===== src/rtl/dbus_access_unit_pkg.sv =====
// Shared types for the data-bus access unit: access sizes, bus payloads,
// FSM state encoding and the size-decode helpers used by the core.
package dbus_access_unit_pkg;

    localparam int unsigned AW = 64;
    localparam int unsigned DW = 64;
    localparam int unsigned SW = DW / 8;
    localparam int unsigned OW = 3;

    typedef enum logic [2:0] {
        MSIZE1 = 3'd0,
        MSIZE2 = 3'd1,
        MSIZE4 = 3'd2,
        MSIZE8 = 3'd3
    } msize_t;

    typedef logic [SW-1:0] strobe_t;

    typedef struct packed {
        logic          valid;
        logic [AW-1:0] addr;
        msize_t        size;
        strobe_t       strobe;
        logic [DW-1:0] data;
    } dbus_req_t;

    typedef struct packed {
        logic          addr_ok;
        logic          data_ok;
        logic [DW-1:0] data;
    } dbus_resp_t;

    typedef logic [1:0] dau_state_t;
    localparam dau_state_t ST_IDLE = 2'd0;
    localparam dau_state_t ST_REQ  = 2'd1;
    localparam dau_state_t ST_WAIT = 2'd2;
    localparam dau_state_t ST_DONE = 2'd3;

    // Unshifted byte enables for an access size; unknown sizes behave as dword.
    function automatic strobe_t size_strobe(input logic [2:0] size);
        case (size)
            MSIZE1:  return strobe_t'(8'h01);
            MSIZE2:  return strobe_t'(8'h03);
            MSIZE4:  return strobe_t'(8'h0f);
            default: return strobe_t'(8'hff);
        endcase
    endfunction

    function automatic logic is_misaligned(input logic [2:0] size, input logic [OW-1:0] off);
        case (size)
            MSIZE1:  return 1'b0;
            MSIZE2:  return off[0];
            MSIZE4:  return |off[1:0];
            default: return |off;
        endcase
    endfunction

endpackage


===== src/rtl/dbus_access_unit_load_extend.sv =====
// Right-aligns raw bus read data by byte offset and sign/zero-extends
// it to the full data width according to the access size.
module dbus_access_unit_load_extend
    import dbus_access_unit_pkg::*;
(
    input  logic [DW-1:0] i_raw,
    input  logic [OW-1:0] i_off,
    input  logic [2:0]    i_size,
    input  logic          i_unsigned,
    output logic [DW-1:0] o_data_c
);

    logic [DW-1:0] w_shifted;
    logic          w_sext;

    always_comb begin
        w_shifted = i_raw >> {i_off, 3'b000};
        w_sext    = 1'b0;
        o_data_c  = w_shifted;
        case (i_size)
            MSIZE1: begin
                w_sext   = ~i_unsigned & w_shifted[7];
                o_data_c = {{56{w_sext}}, w_shifted[7:0]};
            end
            MSIZE2: begin
                w_sext   = ~i_unsigned & w_shifted[15];
                o_data_c = {{48{w_sext}}, w_shifted[15:0]};
            end
            MSIZE4: begin
                w_sext   = ~i_unsigned & w_shifted[31];
                o_data_c = {{32{w_sext}}, w_shifted[31:0]};
            end
            default: o_data_c = w_shifted;
        endcase
    end

endmodule


===== src/rtl/dbus_access_unit.sv =====
// Memory-stage data-bus access unit: latches one load/store, runs the
// valid/addr_ok/data_ok handshake, stalls the pipe and returns extended load data.
module dbus_access_unit
    import dbus_access_unit_pkg::*;
(
    input  logic          clk,
    input  logic          reset,
    input  logic          req_valid,
    input  logic          req_write,
    input  logic [AW-1:0] req_addr,
    input  logic [2:0]    req_size,
    input  logic          req_unsigned,
    input  logic [DW-1:0] req_wdata,
    output logic          stall,
    output logic          resp_valid,
    output logic [DW-1:0] resp_data,
    output logic          resp_misalign,
    output logic          dreq_valid,
    output logic [AW-1:0] dreq_addr,
    output logic [2:0]    dreq_size,
    output logic [SW-1:0] dreq_strobe,
    output logic [DW-1:0] dreq_data,
    input  logic          dresp_addr_ok,
    input  logic          dresp_data_ok,
    input  logic [DW-1:0] dresp_data
);

    dau_state_t    r_state;
    dau_state_t    w_state_nxt;
    logic          r_write;
    logic          r_unsigned;
    logic [AW-1:0] r_addr;
    logic [2:0]    r_size;
    strobe_t       r_strobe;
    logic [DW-1:0] r_wdata;
    logic          r_misalign;
    logic [DW-1:0] r_resp_data;

    logic          w_accept;
    logic          w_misalign;
    logic          w_data_done;
    logic [DW-1:0] w_ext;
    dbus_req_t     w_dreq;
    dbus_resp_t    w_dresp;

    always_comb begin
        w_dresp.addr_ok = dresp_addr_ok;
        w_dresp.data_ok = dresp_data_ok;
        w_dresp.data    = dresp_data;
    end

    assign w_accept    = (r_state == ST_IDLE) && req_valid;
    assign w_misalign  = is_misaligned(req_size, req_addr[OW-1:0]);
    assign w_data_done = ((r_state == ST_REQ) && w_dresp.addr_ok && w_dresp.data_ok)
                      || ((r_state == ST_WAIT) && w_dresp.data_ok);

    always_ff @(posedge clk or negedge reset) begin
        if (!reset) r_state <= ST_IDLE;
        else        r_state <= w_state_nxt;
    end

    always_comb begin
        w_state_nxt = r_state;
        case (r_state)
            ST_IDLE: if (req_valid) w_state_nxt = w_misalign ? ST_DONE : ST_REQ;
            ST_REQ: begin
                if (w_dresp.addr_ok) w_state_nxt = w_dresp.data_ok ? ST_DONE : ST_WAIT;
            end
            ST_WAIT: if (w_dresp.data_ok) w_state_nxt = ST_DONE;
            default: w_state_nxt = ST_IDLE;
        endcase
    end

    // Request fields freeze at acceptance so the bus sees stable values until addr_ok.
    always_ff @(posedge clk or negedge reset) begin
        if (!reset) begin
            r_write     <= 1'b0;
            r_unsigned  <= 1'b0;
            r_addr      <= '0;
            r_size      <= '0;
            r_strobe    <= '0;
            r_wdata     <= '0;
            r_misalign  <= 1'b0;
            r_resp_data <= '0;
        end else if (w_accept) begin
            r_write     <= req_write;
            r_unsigned  <= req_unsigned;
            r_addr      <= req_addr;
            r_size      <= req_size;
            r_strobe    <= req_write ? strobe_t'(size_strobe(req_size) << req_addr[OW-1:0]) : '0;
            r_wdata     <= req_wdata << {req_addr[OW-1:0], 3'b000};
            r_misalign  <= w_misalign;
            r_resp_data <= '0;
        end else if (w_data_done) begin
            r_resp_data <= r_write ? '0 : w_ext;
        end
    end

    dbus_access_unit_load_extend u_load_extend (
        .i_raw      (w_dresp.data),
        .i_off      (r_addr[OW-1:0]),
        .i_size     (r_size),
        .i_unsigned (r_unsigned),
        .o_data_c   (w_ext)
    );

    always_comb begin
        w_dreq.valid  = (r_state == ST_REQ);
        w_dreq.addr   = r_addr;
        w_dreq.size   = msize_t'(r_size);
        w_dreq.strobe = r_strobe;
        w_dreq.data   = r_wdata;
    end

    assign dreq_valid    = w_dreq.valid;
    assign dreq_addr     = w_dreq.addr;
    assign dreq_size     = w_dreq.size;
    assign dreq_strobe   = w_dreq.strobe;
    assign dreq_data     = w_dreq.data;
    assign stall         = w_accept || (r_state == ST_REQ) || (r_state == ST_WAIT);
    assign resp_valid    = (r_state == ST_DONE);
    assign resp_misalign = (r_state == ST_DONE) && r_misalign;
    assign resp_data     = r_resp_data;

    // data_ok without addr_ok is a bus protocol violation; the FSM ignores it.
    a_no_data_before_addr: assert property (@(posedge clk) disable iff (!reset)
        ((r_state == ST_REQ) && dresp_data_ok) |-> dresp_addr_ok);

endmodule


===== config.mk =====
export PLATFORM = sky130hd
export DESIGN_NAME = dbus_access_unit
export DESIGN_NICKNAME = d
export VERILOG_FILES = /design/src/rtl/dbus_access_unit_pkg.sv /design/src/rtl/dbus_access_unit_load_extend.sv /design/src/rtl/dbus_access_unit.sv
export SDC_FILE = /design/constraint.sdc
export NUM_CORES = 1
export LEC_CHECK = 0
export BUFFER_PORTS_ARGS = -buffer_cell sky130_fd_sc_hd__buf_2
export CELL_PAD_IN_SITES_DETAIL_PLACEMENT = 1
export CELL_PAD_IN_SITES_GLOBAL_PLACEMENT = 2
export CORE_UTILIZATION = 26
export CTS_CLUSTER_SIZE = 14
export DETAILED_ROUTE_END_ITERATION = 8
export PLACE_DENSITY_LB_ADDON = 0.08
export SETUP_SLACK_MARGIN = 0.05
export SYNTH_ARGS = -nofsm -noshare
export SYNTH_HDL_FRONTEND = slang
export SYNTH_SLANG_ARGS = --single-unit

===== constraint.sdc =====
create_clock -name clk -period 2.05 [get_ports clk]
set_clock_uncertainty 0.05 [all_clocks]
set_input_delay 0.41 -clock clk [delete_from_list [all_inputs] [get_ports clk]]
set_output_delay 0.41 -clock clk [all_outputs]
set_load 0.02 [all_outputs]

==> summary.md, run 1 <==
| Metric | Value |
|---|---|
| Floorplan die area | 43600 um2 |
| Setup slack after layout | -0.374 ns |
| Routed wirelength normalized by instance count | 22.0 um |
| Total CTS buffers | 28 |
| Multi-input gate area in the final layout | 5610 um2 |
| Cell Pwr Density | 1570 nW/um2 |
| Data required, critical path | 2.51 ns |
| Fill cell total of the finished layout | 4889 |
| Final critical-path required period | 2.42 ns |
| Synthesis-to-layout area growth | 49.9% |
| Number of I/O port buffers | 408 |
| Synthesis-stage register bit count | 208 |
| Max Transition Viols Final | 0 |
| Antenna violation net count after detailed routing | 0 |
| Final-layout setup total negative slack | -17.71 ns |
| Most numerous cell in the Yosys netlist | sky130_fd_sc_hd__nand2_1 |
| Worst Tran Pin Value | 0.665 ns |
| Final count of negative-setup-slack endpoints | 62 |
| Total of warnings raised by yosys | 0 |
| Top cells by count, synth | 315 x sky130_fd_sc_hd__nand2_1, 208 x sky130_fd_sc_hd__dfrtp_1, 102 x sky130_fd_sc_hd__o21ai_0, 77 x sky130_fd_sc_hd__mux2i_1, 67 x sky130_fd_sc_hd__clkbuf_1 |
| Sequential cell area in the final layout | 5210 um2 |
| Drt pass-1 iters | 5 |
| Horizontal die dimension | 209 um |
| H-Tree Depth | 1 |
| Sinks on Clock Net | 208 |
| Leak | 8.38 nW |
| Largest net degree at the start of global routing | 57 |
| Maximum net fanout on the critical path | 16 |
| Asr flop ratio synth | 100% |
| Top cell type's share of synthesized area | 46.8% |
| First-pass GRT wire length | 74700 um |
| Internal Dissipation | 0.0149 W |
| Share of total power in sequential cells | 26.4% |
| Clock Power Share | 20.4% |
| Clock tree from TritonCTS | built |
| Placeable Area | 42100 um2 |
| Number of nets in the synthesized netlist | 1390 |
| Result of the run | finished with violations |
| Clock latency on the worst-skew pair | 0.57 ns |
| Top-level port count | 409 |
| Area of the mapped netlist | 11100 um2 |
| VDD IR-drop max | 0.707 mV |
| Number of violations of the max-capacitance limit | 0 |
| Max-Slew Margin vs Limit | 55.6% |
| Reg2reg setup slack | -0.37 ns |
| Share of post-route cells with drive strength above 1 | 38.1% |
| Kind of critical path | flip-flop to flip-flop |
| Average vias per placed instance | 4.93 |
| RSZ-0062 raised after global routing | true |
| Post-route clock period utilization | 118% |
| Hpwl dp | 37300 um |
| Std-Cell Rows | 75 |
| Count of unresolved DRC violations after routing | 0 |
| CTS clock-pin slew for the worst setup and hold paths | 0.06 ns |
| Achievable Freq | 412 MHz |
| Failing checks | negative setup slack |
| Total congestion overflow | 0 |
| Gate Count Post-Synth | 1184 |
| Element type at the critical path end | flip-flop |
| Worst slack after detailed placement | -0.326 ns |
| Syn Area/Cell | 9.40 um2 |
| Area contributors post-synth | sky130_fd_sc_hd__dfrtp_1 47%, sky130_fd_sc_hd__nand2_1 11%, sky130_fd_sc_hd__mux2i_1 6.9%, sky130_fd_sc_hd__o21ai_0 4.6%, sky130_fd_sc_hd__mux4_2 4.2% |
| Final hold viol count | 0 |
| Cell accounting for the most synthesized area | sky130_fd_sc_hd__dfrtp_1 |
| Net switching power | 0.0113 W |
| Root Buffer | sky130_fd_sc_hd__clkbuf_16 |
| Distinct cells, synth | 51 |
| Launching element type of the critical path | flip-flop |
| Sequential share of the synthesized area | 46.8% |
| Number of flops mapped to enable cells by yosys | 0 |
| Top_reg_cell synth | sky130_fd_sc_hd__dfrtp_1 |
| Final standard cell utilization of the core | 39.6% |
| Initial antenna violation count | 4 |
| Drt initial violations | 516 |
| Worst min-delay path category | input port to flip-flop |
| Gpl congestion | 0.857 |
| Post-detailed-routing wire length | 50200 um |
| Number of global-route vias before repair | 11800 |
| Aggregate global-route resource usage | 22.5% |
| Crit path DAT | 2.88 ns |
| Starting Density | 26.4% |
| Floorplan die height | 209 um |
| Net Sw Frac | 43.2% |
| Via count | 11200 |
| Combinational power share | 53.2% |
| Net count of the finished layout | 1922 |
| Maximum buffer depth of the clock tree | 3 |
[layer usage]
| layer | up-vias | global-route usage (%) | share of wire (%) |
|---|---|---|---|
| li1 | 5310 | - | - |
| met1 | 5572 | 28.5 | 43 |
| met2 | 282 | 39.2 | 50 |
| met3 | 67 | 3.80 | 4.6 |
| met4 | 2 | 6.52 | 2.5 |
| met5 | - | 0 | 0.026 |
[what timing repair did]
item | CTS | global route
resized for setup | 41 | 25
pin swaps | 0 | 3
setup endpoints to repair | 68 | 74
setup buffers | 10 | 6
hold endpoints to repair | 105 | 0
cloned | 4 | 1
hold buffers | 63 | 0
[kinds of logic (layout without fill, tap and decap cells)]
| kind of cell | after synthesis | in the layout | share of synthesized area (%) |
|---|---|---|---|
| and+or+nand+nor | 408 | 408 | 14.9 |
| AOI/OAI and AO/OA | 334 | 334 | 20.7 |
| DFF | 208 | 208 | 46.8 |
| muxes | 117 | 117 | 13.1 |
| buffers and inverters | 113 | 665 | 4.08 |
| adders and majority gates | 4 | 4 | 0.450 |
| other | 0 | 4 | 0 |
[path summary, 6_finish.rpt]
check                         startpoint       endpoint  cells after the start
max reg2reg                 dreq_addr[0]  resp_data[32]                      6
max in group asynchronous          reset  resp_data[55]                      3
min                          req_size[0]   dreq_size[0]                      3
min in group asynchronous          reset  resp_data[27]                      2
max                         dreq_addr[0]  resp_data[32]                      6
min reg2reg                dreq_addr[32]  dreq_addr[32]                      2
[critical path, cell delays in order, from the launching register on]
cell                        delay, ns
sky130_fd_sc_hd__dfrtp_4         0.53
sky130_fd_sc_hd__mux2i_2         0.18
sky130_fd_sc_hd__mux4_2          0.55
sky130_fd_sc_hd__or4_4           0.50
sky130_fd_sc_hd__nand4b_4        0.18
sky130_fd_sc_hd__clkbuf_16       0.20
sky130_fd_sc_hd__a32o_1          0.17
[sequential cells by signal (all words and copies together), names as in the netlist, 2 cells and up]
register	flops
dreq_strobe	8
resp_data	64
dreq_addr	64
r_state	2
dreq_size	3
dreq_data	64
[cells in the final DEF, fill, tap and decap left out, types with 5 or more instances in the layout]
cell type,Yosys,routed
sky130_fd_sc_hd__o21ai_0,102,95
sky130_fd_sc_hd__a32o_1,25,25
sky130_fd_sc_hd__nor2b_1,21,21
sky130_fd_sc_hd__nor2_1,48,48
sky130_fd_sc_hd__buf_2,9,401
sky130_fd_sc_hd__mux2i_1,77,75
sky130_fd_sc_hd__buf_6,0,12
sky130_fd_sc_hd__buf_12,0,18
sky130_fd_sc_hd__clkbuf_16,0,29
sky130_fd_sc_hd__nand2b_1,5,5
sky130_fd_sc_hd__a21oi_1,45,43
sky130_fd_sc_hd__o22ai_1,16,16
sky130_fd_sc_hd__o221ai_1,10,10
sky130_fd_sc_hd__a221o_1,22,22
sky130_fd_sc_hd__dlygate4sd3_1,0,63
sky130_fd_sc_hd__o21a_1,16,12
sky130_fd_sc_hd__o21ai_1,6,10
sky130_fd_sc_hd__clkbuf_1,67,6
sky130_fd_sc_hd__a31oi_1,7,7
sky130_fd_sc_hd__a22o_1,37,37
sky130_fd_sc_hd__mux4_2,21,21
sky130_fd_sc_hd__mux2_2,17,17
sky130_fd_sc_hd__o31a_1,8,8
sky130_fd_sc_hd__buf_4,5,101
sky130_fd_sc_hd__dfrtp_1,208,204
sky130_fd_sc_hd__clkbuf_8,0,6
sky130_fd_sc_hd__nand2_1,315,310
sky130_fd_sc_hd__bufinv_16,0,5
sky130_fd_sc_hd__a211oi_1,27,27
sky130_fd_sc_hd__inv_1,9,7
[power groups by stage]
| stage | sequential, W | combinational [W] | clock [W] |
|---|---|---|---|
| after floorplan | 0.00876 | 0.00549 | 0 |
| after global placement | 0.00693 | 0.0128 | 0 |
| after detailed placement | 0.00696 | 0.0129 | 0 |
| after CTS | 0.00692 | 0.0138 | 0.00552 |
| after global routing | 0.00714 | 0.0150 | 0.00569 |
| final | 0.00692 | 0.0140 | 0.00535 |
[cell type report]
type / count / area share (%)
Multi-Input combinational cell: 863 / 33.6
Tap cell: 539 / 4.04
Antenna cell: 4 / 0.0600
Clock buffer: 40 / 4.83
Sequential cell: 208 / 31.2
Timing Repair Buffer: 605 / 24.8
Inverter: 10 / 0.225
Clock inverter: 10 / 1.21
[through the flow]
stage | power, W | cell area [um2] | hold slack (ns) | cells
floorplan | 0.0142 | 11200 | 0.0644 | 1184
global placement | 0.0197 | 14600 | 0.326 | 2142
detailed placement | 0.0198 | 14600 | 0.325 | 2142
CTS | 0.0262 | 16500 | 0.0228 | 2269
global route | 0.0278 | 16700 | 0.0370 | 2277
finish | 0.0262 | 16700 | 0.0670 | 2279
No activity file was read; power rests on OpenSTA's default activity.
==> run 2: changes to the inputs <==
CELL_PAD_IN_SITES_GLOBAL_PLACEMENT = 1   (was 2)
CORE_UTILIZATION = 34   (was 26)
SYNTH_HIERARCHICAL = 1   (was unset)
==> summary.md, run 2 <==
| Metric | Value |
|---|---|
| First-pass GRT wire length | 73200 um |
| Setup slack after layout | -0.252 ns |
| Family of cells with the greatest summed delay on the critical path | compound AO/OA/AOI/OAI gates |
| Number of flops mapped to enable cells by yosys | 0 |
| Most common cell after layout, fill and taps aside | sky130_fd_sc_hd__nand2_1 |
| Final critical-path required period | 2.30 ns |
| Launching element type of the critical path | flip-flop |
| Final count of negative-setup-slack endpoints | 51 |
| Average vias per placed instance | 5.22 |
| Element type at the critical path end | flip-flop |
| Sequential share of the synthesized area | 44.2% |
| WHS Endpoint | dreq_addr[63] |
| Top-level port count | 409 |
| Failing checks | negative setup slack |
| Floorplan die height | 188 um |
| Cell area after layout | 16400 um2 |
| CTS clock-pin slew for the worst setup and hold paths | 0.08 ns |
| Distinct cells, synth | 65 |
| Data required, critical path | 2.42 ns |
| Max Transition Viols Final | 0 |
| Leak | 8.22 nW |
| Filler-free cell count of the finished design | 2252 |
| Final-layout worst hold slack | 0.0224 ns |
| Cell Pwr Density | 1650 nW/um2 |
| Placeable Area | 33800 um2 |
| Combinational power share | 57.3% |
| Maximum buffer depth of the clock tree | 3 |
| Gpl congestion | 0.928 |
| Result of the run | finished with violations |
| Synthesis-stage register bit count | 208 |
| Area post-placement | 15000 um2 |
| Net count of the finished layout | 1990 |
| Synthesis-to-layout area growth | 39.4% |
| Worst R2R Start | dreq_addr[1] |
| Net switching power | 0.0122 W |
| Maximum net fanout on the critical path | 8 |
| Min-delay src | req_addr[63] |
| Final hold viol count | 0 |
| Post-route clock period utilization | 112% |
| Number of nets in the synthesized netlist | 1512 |
| Number of I/O port buffers | 408 |
| Aggregate global-route resource usage | 26.8% |
| Cell Chain, Critical Path | mux2_4 -> buf_6 -> a2bb2o_4 -> nor3b_4 -> a311oi_4 -> buf_6 -> buf_12 -> buf_16 -> o21ai_1 -> nand2_1 -> o21ai_1 |
| Drt initial violations | 638 |
| Hold Path Cell Cnt | 3 |
| Clock latency on the worst-skew pair | 0.53 ns |
| Share of post-route cells with drive strength above 1 | 39.9% |
| Top cell type's share of synthesized area | 44.2% |
| Sinks on Clock Net | 208 |
| Clock tree from TritonCTS | built |
| Drt pass-1 iters | 5 |
| Achievable Freq | 434 MHz |
| Std-Cell Rows | 67 |
| Final standard cell utilization of the core | 48.6% |
| H-Tree Depth | 1 |
| Worst min-delay path category | input port to flip-flop |
| Starting Density | 34.9% |
| Total congestion overflow | 0 |
| Final total power | 0.0270 W |
| Fill cell total of the finished layout | 4007 |
| Count of buffering cells on the critical path with inverters included | 4 |
| Clock Power Share | 17.2% |
| Slowest cell on the critical path | sky130_fd_sc_hd__dfrtp_2 |
| Number of violations of the max-capacitance limit | 0 |
| VDD IR-drop max | 0.809 mV |
| Syn Area/Cell | 9.02 um2 |
| Cell accounting for the most synthesized area | sky130_fd_sc_hd__dfrtp_1 |
| Total CTS buffers | 25 |
| Number of global-route vias before repair | 12200 |
| Commonest non-fill, non-tap cells in the layout | 434 x sky130_fd_sc_hd__nand2_1, 406 x sky130_fd_sc_hd__buf_2, 203 x sky130_fd_sc_hd__dfrtp_1, 102 x sky130_fd_sc_hd__buf_4, 79 x sky130_fd_sc_hd__o21ai_0 |
| Net Sw Frac | 45.3% |
| Path depth of the worst reg2reg path | 11 |
| DP Cell Count | 2176 |
| Largest net degree at the start of global routing | 69 |
| Crit path DAT | 2.67 ns |
| Crit-path max cell delay | 0.49 ns |
| Gate Count Post-Synth | 1306 |
| Worst setup path startpoint | dreq_addr[1] |
| Routed wirelength normalized by instance count | 21.4 um |
| Hpwl dp | 36400 um |
| Asr flop ratio synth | 100% |
| Reg2reg setup slack | -0.25 ns |
| RSZ-0062 raised after global routing | true |
| Kind of critical path | flip-flop to flip-flop |
| Horizontal die dimension | 188 um |
| Max-Slew Margin vs Limit | 66.5% |
| Internal Dissipation | 0.0148 W |
| Floorplan die area | 35400 um2 |
| Count of unresolved DRC violations after routing | 0 |
| Area of the mapped netlist | 11800 um2 |
| Most numerous cell in the Yosys netlist | sky130_fd_sc_hd__nand2_1 |
| Top cells by count, synth | 447 x sky130_fd_sc_hd__nand2_1, 208 x sky130_fd_sc_hd__dfrtp_1, 124 x sky130_fd_sc_hd__o21ai_0, 56 x sky130_fd_sc_hd__nor2_1, 54 x sky130_fd_sc_hd__mux2i_1 |
| Antenna violation net count after detailed routing | 0 |
| Share of total power in sequential cells | 25.5% |
| Root Buffer | sky130_fd_sc_hd__clkbuf_16 |
| Area contributors post-synth | sky130_fd_sc_hd__dfrtp_1 44%, sky130_fd_sc_hd__nand2_1 14%, sky130_fd_sc_hd__mux4_2 6.7%, sky130_fd_sc_hd__o21ai_0 5.3%, sky130_fd_sc_hd__mux2i_1 4.6% |
| Initial antenna violation count | 10 |
| Total of warnings raised by yosys | 6 |
| Endpoint of the worst register-to-register path | resp_data[38] |
| Top_reg_cell synth | sky130_fd_sc_hd__dfrtp_1 |
| Worst Tran Pin Value | 0.489 ns |
| Post-detailed-routing wire length | 48300 um |
| Via count | 11700 |
[run 2: kinds of logic (layout without fill, tap and decap cells)]
family | after synthesis | in the layout | share of synthesized area (%)
other cells | 0 | 3 | 0
mux | 117 | 117 | 14.4
compound gates | 293 | 293 | 16.0
simple gates | 567 | 567 | 19.6
buf+inv | 117 | 612 | 5.40
flops | 208 | 208 | 44.2
fa+ha+maj | 4 | 4 | 0.425
[run 2: what timing repair did]
action | CTS | global route
gates cloned | 3 | 1
setup endpoints to repair | 61 | 98
buffers inserted | 9 | 2
hold buffers | 15 | 0
resized for setup | 74 | 37
hold endpoints to repair | 38 | 0
pin swaps | 8 | 7
[run 2: how the worst max path moves through the flow]
stage | end | depth (start not counted)
final | resp_data[38] | 11
after global routing | resp_data[58] | 11
after CTS | resp_data[55] | 11
after detailed placement | resp_data[16] | 8
after global placement | resp_data[19] | 8
after floorplan | resp_data[35] | 9
[run 2: routing by layer]
| metal | routed length, um | global-route usage [%] |
|---|---|---|
| met4 | 2080 | 11.4 |
| met1 | 18400 | 31.0 |
| met5 | 63 | 0 |
| met2 | 24800 | 47.7 |
| met3 | 2940 | 5.43 |
[run 2: worst reg2reg max path: stages, from the launching register on]
cell,delay (ns)
sky130_fd_sc_hd__dfrtp_2,0.49
sky130_fd_sc_hd__mux2_4,0.36
sky130_fd_sc_hd__buf_6,0.13
sky130_fd_sc_hd__a2bb2o_4,0.22
sky130_fd_sc_hd__nor3b_4,0.05
sky130_fd_sc_hd__a311oi_4,0.27
sky130_fd_sc_hd__buf_6,0.18
sky130_fd_sc_hd__buf_12,0.12
sky130_fd_sc_hd__buf_16,0.12
sky130_fd_sc_hd__o21ai_1,0.07
sky130_fd_sc_hd__nand2_1,0.06
sky130_fd_sc_hd__o21ai_1,0.05
[run 2: final cells by class]
cell class | count | area, um2 | share of cell area (%)
multi-input combinational | 981 | 6160 | 37.5
sequential | 208 | 5210 | 31.7
timing repair buffer | 558 | 3590 | 21.9
clock buffer | 32 | 702 | 4.27
tap | 448 | 561 | 3.41
clock inverter | 12 | 146 | 0.891
inverter | 10 | 42.5 | 0.259
antenna | 3 | 7.51 | 0.0457
[run 2: through the flow]
step	worst slack, ns	setup TNS (ns)
after floorplan	0.0512	0
after detailed placement	-0.372	-11.54
after CTS	-0.229	-7.83
after global routing	-0.327	-11.73
final	-0.252	-7.31
after global placement	-0.334	-10.12
[run 2: power by group through the flow]
| stage | Clock (W) | Sequential (W) | Combinational, W |
|---|---|---|---|
| after floorplan | 0 | 0.00886 | 0.00649 |
| after global placement | 0 | 0.00686 | 0.0141 |
| after detailed placement | 0 | 0.00691 | 0.0143 |
| after CTS | 0.00478 | 0.00690 | 0.0154 |
| after global routing | 0.00494 | 0.00711 | 0.0167 |
| final | 0.00465 | 0.00688 | 0.0155 |
==> run 3: changes to the inputs <==
CORE_MARGIN = 3   (was unset)
clock period = 2.1 ns   (was 2.05 ns; I/O delays follow)
==> summary.md, run 3 (synthesis results as in run 2) <==
| Metric | Value |
|---|---|
| Floorplan die area | 36900 um2 |
| Floorplan die height | 192 um |
| Via count | 11500 |
| Starting Density | 34.8% |
| Final hold viol count | 0 |
| Total CTS buffers | 26 |
| H-Tree Depth | 1 |
| Maximum buffer depth of the clock tree | 3 |
| Synthesis-to-layout area growth | 36.0% |
| Number of I/O port buffers | 408 |
| Maximum net fanout on the critical path | 8 |
| Largest net degree at the start of global routing | 60 |
| Initial antenna violation count | 5 |
| Commonest non-fill, non-tap cells in the layout | 443 x sky130_fd_sc_hd__nand2_1, 405 x sky130_fd_sc_hd__buf_2, 205 x sky130_fd_sc_hd__dfrtp_1, 94 x sky130_fd_sc_hd__o21ai_0, 64 x sky130_fd_sc_hd__buf_4 |
| Average vias per placed instance | 5.23 |
| Net count of the finished layout | 1938 |
| Drt initial violations | 761 |
| Number of violations of the max-capacitance limit | 0 |
| Root Buffer | sky130_fd_sc_hd__clkbuf_16 |
| Failing checks | negative setup slack |
| Post-route clock period utilization | 105% |
| CTS clock-pin slew for the worst setup and hold paths | 0.06 ns |
| RSZ-0062 raised after global routing | true |
| Most common cell after layout, fill and taps aside | sky130_fd_sc_hd__nand2_1 |
| Critical Path Most Common Cell | sky130_fd_sc_hd__nand2_1 |
| Sinks on Clock Net | 208 |
| Aggregate global-route resource usage | 24.1% |
| Max-Slew Margin vs Limit | 57.8% |
| Horizontal die dimension | 192 um |
| Result of the run | finished with violations |
| Total congestion overflow | 0 |
| Launching element type of the critical path | flip-flop |
| Clock tree from TritonCTS | built |
| Element type at the critical path end | flip-flop |
| Hpwl dp | 34800 um |
| Antenna violation net count after detailed routing | 0 |
| Leak | 7.99 nW |
| Crit path DAT | 2.56 ns |
| Cell Pwr Density | 1620 nW/um2 |
| Routed wirelength normalized by instance count | 21.4 um |
| Std-Cell Rows | 67 |
| Final total power | 0.0260 W |
| VDD IR-drop max | 0.684 mV |
| Final count of negative-setup-slack endpoints | 33 |
| Setup slack after layout | -0.109 ns |
| Slowest cell on the critical path | sky130_fd_sc_hd__dfrtp_2 |
| Crit-path max cell delay | 0.46 ns |
| Post-detailed-routing wire length | 47000 um |
| Worst min-delay path category | input port to flip-flop |
| Final-layout worst hold slack | 0.0263 ns |
| Data required, critical path | 2.45 ns |
| Placeable Area | 33900 um2 |
| Cell Chain, Critical Path | buf_4 -> mux2_1 -> nand2_1 -> o31ai_2 -> a311oi_4 -> buf_6 -> clkbuf_16 -> o21ai_4 -> nand2_1 -> o21ai_0 |
| Worst Tran Pin Value | 0.630 ns |
| Gpl congestion | 0.866 |
| Number of global-route vias before repair | 11700 |
| Drt pass-1 iters | 5 |
| Max Transition Viols Final | 0 |
| Count of unresolved DRC violations after routing | 0 |
| Final critical-path required period | 2.21 ns |
| Share of post-route cells with drive strength above 1 | 38.2% |
| Clock latency on the worst-skew pair | 0.53 ns |
| Achievable Freq | 453 MHz |
| Kind of critical path | flip-flop to flip-flop |
| First-pass GRT wire length | 69500 um |
| Top-level port count | 409 |
==> run 3: changes by cell type in the layout (fill, tap and decap cells not counted), sizes merged <==
cell	change
buf	-41
dlygate4sd3	-14
clkbuf	+10
clkinv	-4
clkinvlp	-2
diode	-2
==> run 3: metal layers <==
metal / vias to the layer above / track usage, % / wire, um
met5: - / 0.549 / 48
met4: 8 / 5.97 / 1180
met3: 70 / 6.11 / 3730
met2: 406 / 38.1 / 21700
met1: 5629 / 33.1 / 20400
li1: 5386 / - / -
==> run 3: stage by stage <==
| stage | cells | cell area (um2) | worst slack [ns] | utilization [%] | TNS [ns] |
|---|---|---|---|---|---|
| after floorplan | 1306 | 11800 | 0.0530 | - | 0 |
| after global placement | 2135 | 14700 | -0.0533 | 43.3 | -0.202 |
| after detailed placement | 2135 | 14700 | -0.118 | 43.3 | -2.62 |
| after CTS | 2186 | 15700 | -0.0433 | 46.2 | -0.282 |
| after global routing | 2199 | 16000 | -0.173 | 47.3 | -5.69 |
| final | 2199 | 16000 | -0.109 | 47.3 | -1.67 |
==> run 3: timing repair <==
| action | 4_1_cts | 5_1_grt |
|---|---|---|
| endpoints found under the setup margin | 46 | 62 |
| gates resized for setup | 11 | 75 |
| hold buffers | 1 | 0 |
| gates cloned | 0 | 4 |
| pin swaps | 1 | 13 |
| buffers inserted | 4 | 8 |
| endpoints found under the hold margin | 26 | 0 |
==> run 3: worst max-delay path: cells and delay by family, from the launching register on <==
kind	cells	cell delay (ns)
AO/OA/AOI/OAI	4	0.54
multiplexers	1	0.33
AND/OR/NAND/NOR	2	0.18
flip-flops	1	0.46
buffers and inverters	3	0.52
==> run 3: area by class of cell <==
class,count,area [um2]
well taps,448,561
diodes,1,2.50
multi-input cells,981,6170
flip-flops and latches,208,5210
clock buffers,40,785
repair buffers,505,3140
inverters,10,37.5
fillers,3997,17800
clock inverters,6,111
==> run 3: where the power goes <==
part           internal (W)  switching, W
clock               0.00292       0.00182
combinational       0.00549       0.00892
sequential          0.00571       0.00114
==> run 3: final timing paths <==
kind | startpoint | to | slack, ns | cells after the start
setup reg to reg | dreq_addr[0] | resp_data[55] | -0.11 | 10
hold / removal | req_addr[56] | dreq_addr[56] | 0.03 | 3
min in group asynchronous | reset | resp_data[1] | 0.29 | 2
hold reg to reg | dreq_addr[5] | dreq_addr[5] | 0.42 | 2
setup / recovery | dreq_addr[0] | resp_data[55] | -0.11 | 10
max in group asynchronous | reset | dreq_data[46] | 1.05 | 3
